<file path="src/rtl/vga_timing_gen.sv">
// vga_timing_gen: parametrised VGA raster timing generator.
// Produces pixel/line counters, hsync/vsync with programmable polarity, a
// data-enable, line/frame strobes and a wrapping completed-frame counter.
// Sync and DE pass through a PIPE_DELAY-stage, ce-qualified delay line so
// they can be aligned with downstream pixel-pipeline latency.
//
// Ports:
//   i_clock        pixel clock
//   i_reset_n      asynchronous active-low reset
//   i_ce           pixel enable; all state advances only when high
//   o_x, o_y       current horizontal / vertical count (counter registers)
//   o_hsync        horizontal sync, active level H_POL, delayed PIPE_DELAY
//   o_vsync        vertical sync, active level V_POL, delayed PIPE_DELAY
//   o_de           active-video enable, delayed PIPE_DELAY
//   o_line_start   high while o_x == 0
//   o_frame_start  high while o_x == 0 and o_y == 0
//   o_frame_count  completed-frame count, wraps at 2^FCW
module vga_timing_gen #(
   parameter int unsigned H_ACTIVE   = 800,
   parameter int unsigned H_FP       = 40,
   parameter int unsigned H_SYNC     = 128,
   parameter int unsigned H_BP       = 88,
   parameter int unsigned V_ACTIVE   = 600,
   parameter int unsigned V_FP       = 1,
   parameter int unsigned V_SYNC     = 4,
   parameter int unsigned V_BP       = 23,
   parameter bit          H_POL      = 1'b1,
   parameter bit          V_POL      = 1'b1,
   parameter int unsigned CW         = 11,
   parameter int unsigned PIPE_DELAY = 1,
   parameter int unsigned FCW        = 8
) (
   input  logic           i_clock,
   input  logic           i_reset_n,
   input  logic           i_ce,
   output logic [CW-1:0]  o_x,
   output logic [CW-1:0]  o_y,
   output logic           o_hsync,
   output logic           o_vsync,
   output logic           o_de,
   output logic           o_line_start,
   output logic           o_frame_start,
   output logic [FCW-1:0] o_frame_count
);

   localparam int unsigned H_TOTAL  = H_ACTIVE + H_FP + H_SYNC + H_BP;
   localparam int unsigned V_TOTAL  = V_ACTIVE + V_FP + V_SYNC + V_BP;
   localparam int unsigned HS_START = H_ACTIVE + H_FP;
   localparam int unsigned HS_END   = HS_START + H_SYNC;
   localparam int unsigned VS_START = V_ACTIVE + V_FP;
   localparam int unsigned VS_END   = VS_START + V_SYNC;
   // One extra bit so boundaries equal to 2^CW still compare correctly.
   localparam int unsigned XW       = CW + 1;
   localparam longint unsigned CAP  = 64'd1 << CW;

   localparam logic [CW-1:0] H_LAST = CW'(H_TOTAL - 1);
   localparam logic [CW-1:0] V_LAST = CW'(V_TOTAL - 1);

   // Elaboration-time parameter sanity checks
   generate
      if (longint'(H_TOTAL) > CAP || longint'(V_TOTAL) > CAP) begin : g_cw_check
         $error("vga_timing_gen: CW too small for H_TOTAL/V_TOTAL");
      end
      if (H_TOTAL == 0 || V_TOTAL == 0) begin : g_total_check
         $error("vga_timing_gen: H_TOTAL and V_TOTAL must be non-zero");
      end
      if (PIPE_DELAY > 15) begin : g_delay_check
         $error("vga_timing_gen: PIPE_DELAY must be 0..15");
      end
   endgenerate

   logic [CW-1:0]  x;
   logic [CW-1:0]  y;
   logic [FCW-1:0] frame_count;

   // Raster counters and frame counter
   always_ff @(posedge i_clock or negedge i_reset_n) begin
      if (!i_reset_n) begin
         x           <= '0;
         y           <= '0;
         frame_count <= '0;
      end else if (i_ce) begin
         if (x == H_LAST) begin
            x <= '0;
            if (y == V_LAST) begin
               y           <= '0;
               frame_count <= frame_count + FCW'(1);
            end else begin
               y <= y + CW'(1);
            end
         end else begin
            x <= x + CW'(1);
         end
      end
   end

   logic [XW-1:0] x_w;
   logic [XW-1:0] y_w;
   logic          de_raw;
   logic          hs_raw;
   logic          vs_raw;

   // Half-open interval decode of the current position
   always_comb begin
      x_w    = {1'b0, x};
      y_w    = {1'b0, y};
      de_raw = (x_w < XW'(H_ACTIVE)) && (y_w < XW'(V_ACTIVE));
      hs_raw = (x_w >= XW'(HS_START)) && (x_w < XW'(HS_END));
      vs_raw = (y_w >= XW'(VS_START)) && (y_w < XW'(VS_END));
   end

   logic de_d;
   logic hs_d;
   logic vs_d;

   // Delay line stores raw (active-high) values; reset value 0 = inactive
   generate
      if (PIPE_DELAY == 0) begin : g_nodelay
         assign de_d = de_raw;
         assign hs_d = hs_raw;
         assign vs_d = vs_raw;
      end else begin : g_delay
         logic [PIPE_DELAY-1:0] de_sr;
         logic [PIPE_DELAY-1:0] hs_sr;
         logic [PIPE_DELAY-1:0] vs_sr;

         always_ff @(posedge i_clock or negedge i_reset_n) begin
            if (!i_reset_n) begin
               de_sr <= '0;
               hs_sr <= '0;
               vs_sr <= '0;
            end else if (i_ce) begin
               de_sr <= (de_sr << 1) | PIPE_DELAY'(de_raw);
               hs_sr <= (hs_sr << 1) | PIPE_DELAY'(hs_raw);
               vs_sr <= (vs_sr << 1) | PIPE_DELAY'(vs_raw);
            end
         end

         assign de_d = de_sr[PIPE_DELAY-1];
         assign hs_d = hs_sr[PIPE_DELAY-1];
         assign vs_d = vs_sr[PIPE_DELAY-1];
      end
   endgenerate

   assign o_x           = x;
   assign o_y           = y;
   assign o_de          = de_d;
   assign o_hsync       = hs_d ~^ H_POL;
   assign o_vsync       = vs_d ~^ V_POL;
   assign o_line_start  = (x == '0);
   assign o_frame_start = (x == '0) && (y == '0);
   assign o_frame_count = frame_count;

endmodule

</file>
<file path="config.mk">
export PLATFORM = sky130hd
export DESIGN_NAME = vga_timing_gen
export DESIGN_NICKNAME = d
export VERILOG_FILES = /design/src/rtl/vga_timing_gen.sv
export SDC_FILE = /design/constraint.sdc
export NUM_CORES = 1
export LEC_CHECK = 0
export ABC_AREA = 1
export CORE_MARGIN = 2
export CORE_UTILIZATION = 58
export CTS_BUF_LIST = sky130_fd_sc_hd__clkbuf_8
export CTS_CLUSTER_DIAMETER = 80
export DETAILED_ROUTE_END_ITERATION = 6
export PLACE_DENSITY = 0.87
export SLEW_MARGIN = 15
export SYNTH_ARGS = -nofsm -noshare
export SYNTH_HDL_FRONTEND = slang
export SYNTH_SLANG_ARGS = --single-unit
</file>
<file path="constraint.sdc">
create_clock -name i_clock -period 4.2 [get_ports i_clock]
set_clock_uncertainty 0.15 [all_clocks]
set_input_delay 0.63 -clock i_clock [delete_from_list [all_inputs] [get_ports i_clock]]
set_output_delay 0.63 -clock i_clock [all_outputs]
set_load 0.005 [all_outputs]
</file>
==> impl_metrics.ini <==
[logic_synthesis]
yosys_register_bits = 33
syn-instance-count = 297
synthArstFlopShare_pct = 100
syn_area_per_cell_um2 = 7.20
synth-edff-count = 0
syn_area_um2 = 2140
synth_cell_type_count = 29
seq_area_frac_synth_pct = 38.6
syn_nets = 306
yosys_warnings = 0
synth_ff_type = dfrtp_1

[routing]
routed_wirelength_mm = 4.79
vias = 2022
via_per_inst = 5.27
drc = 0
first_pass_iters = 4
drt-wirelength-per-cell_um = 12.5
detail-route-antenna-nets = 0
drtIter0Drc = 157

[worst_setup_path]
path_cells = inv_1 -> ha_1 -> nor3b_1 -> nand3_1 -> nor3_1 -> clkdlybuf4s50_1
slowest_stage = clkdlybuf4s50_1
endpoint_kind = primary output
path_max_fanout = 4
critical_path_arrival_ns = 1.93
slowest_delay_ns = 0.52
critPathTopFamily = buffers and inverters
worstRegToRegCells = 8
crit_required_ns = 3.42
path_buf_inv = 2
ff2ff_setup_slack_ns = 2.33
start_kind = flip-flop
cp_num_cells = 6
critPathKind = reg -> out

[timing]
finalSetupViolations = 0
relSlewSlack_pct = 65.1
min_period_ns = 2.71
fmax_mhz = 370
finalHoldViolations = 0
fin_crit_sh_pct = 64.4
holdWs_ns = 0.345
rsz0062_at_grt = no
tightestPinTransition_ns = 0.523
finalMaxSlewViolations = 0
fin_setup_tns_ns = 0

[placed_design]
place_hpwl_mm = 3.41
io_buffers = 37
place_congestion = 0.873
place_area_um2 = 2530

[power_and_ir_drop]
total_power_uw = 951
powerDensity_nw_per_um2 = 359
vdd_drop_max_v = 0.000327
leakage_nw = 1.28

[grt]
grt_use_met3_pct = 5.73
grt_max_degree = 34
grt_pass1_wl_mm = 8.12
grt_pass1_vias = 1764
grt.busiest_layer = met2
grt_use_met2_pct = 41.4
grt_overflow_total = 0
grt_usage_pct = 25.2
use_met1_pct = 32.5
antenna_found_initial = 0

[cells_and_area]
final_common_cell = nand2_1
synthToLayoutAreaGrowth_pct = 23.8
n_antenna_cell = 0
most-common-layout-cells = nand2_1 (93), clkdlybuf4s50_1 (37), dfrtp_1 (33), nand3_1 (30), nor2_1 (26)
final_nets = 344
fin_area_um2 = 2650
fillers = 299
finalCoreUtilization_pct = 73.4
drive_gt1_share_pct = 11.0

[min_path]
hold_path_depth = 2
hp-class = reg -> reg

[clock_network]
cts.clk_slew.worst_paths_ns = 0.07
cts_made_buffers = 5
clock_path_buffers = 2
clock_latency_ns = 0.29
cts_root_buffer = clkbuf_8
cts_resized = 0
cts_htree_levels = 2
cts.sinks = 33
ctsHoldBuffers = 0
tritoncts = done
post_cts_buffers = 0

[run_status]
status = complete, no violations

[floorplan]
die_h_um = 64.7
rows = 22
die_area_um2 = 4190
die_w_um = 64.7
core_area_um2 = 3610
start_util_pct = 59.3
pin_count = 38

[flow_run]
cap_violations = 0
## cells in the mapped netlist (3+ instances only)
cell      instances  area (µm²)
a21oi_1           4        20.0
buf_2             3        15.0
dfrtp_1          33         826
ha_1              6        75.1
inv_1            24        90.1
inv_2            10        37.5
nand2_1          93         349
nand3_1          30         150
nand3b_1          3        22.5
nand4_1           6        37.5
nor2_1           26        97.6
nor2_2            9        56.3
nor2_4            3        33.8
nor3_1            4        20.0
o21ai_0          10        50.1
o21ai_1          10        50.1
xor2_1            9        78.8
## cell type report
cell class | count | area (µm²) | share of cell area [%]
clock buffer | 6 | 82.6 | 3.12
clock inverter | 2 | 33.8 | 1.28
multi-input combinational | 222 | 1130 | 42.7
timing repair buffer | 38 | 378 | 14.3
inverter | 35 | 136 | 5.15
tap | 48 | 60.1 | 2.27
sequential | 33 | 826 | 31.2
## cell families (layout without fill, tap and decap cells)
| group | after synthesis | after routing | share of synthesized area [%] |
|---|---|---|---|
| compound gates | 25 | 25 | 5.97 |
| fa+ha+maj | 6 | 6 | 3.51 |
| simple gates | 181 | 181 | 39.3 |
| flops | 33 | 33 | 38.6 |
| buf+inv | 42 | 81 | 8.49 |
| xor+xnor | 10 | 10 | 4.10 |
## worst reg2reg max path: cells and delay by family (launching register included)
kind | cells | cell delay [ns]
DFF | 1 | 0.52
and+or+nand+nor | 5 | 0.51
adders and majority gates | 1 | 0.35
buffers and inverters | 2 | 0.23
## metrics by stage
| step | worst slack, ns | instances |
|---|---|---|
| floorplan | 2.33 | 297 |
| global placement | 1.86 | 376 |
| detailed placement | 1.81 | 376 |
| CTS | 1.49 | 384 |
| global route | 1.34 | 384 |
| finish | 1.49 | 384 |
## per-layer routing
layer  vias to the layer above  share of wire [%]
met3                         8                5.4
met4                         0                1.5
li1                       1017                  -
met1                       944                 45
met2                        53                 48
met5                         -                  0
## power by group
part | total, mW | internal (mW) | switching [mW] | leakage (nW)
clock network | 0.315 | 0.191 | 0.124 | 0.0626
logic | 0.224 | 0.109 | 0.115 | 0.783
registers | 0.412 | 0.352 | 0.0604 | 0.434
## sequential cells by signal, indices dropped and copies added (netlist names)
register	count
o_hsync	1
o_x	11
o_de	1
o_frame_count	8
o_y	11
o_vsync	1
## worst paths after layout
path	start	end
max	o_x[0]	o_frame_start
min in group asynchronous	i_reset_n	o_y[2]
min	o_hsync	o_hsync
min reg2reg	o_hsync	o_hsync
max in group asynchronous	i_reset_n	o_y[0]
max reg2reg	o_y[0]	o_frame_count[4]
Power figures use the tool's default switching activity.
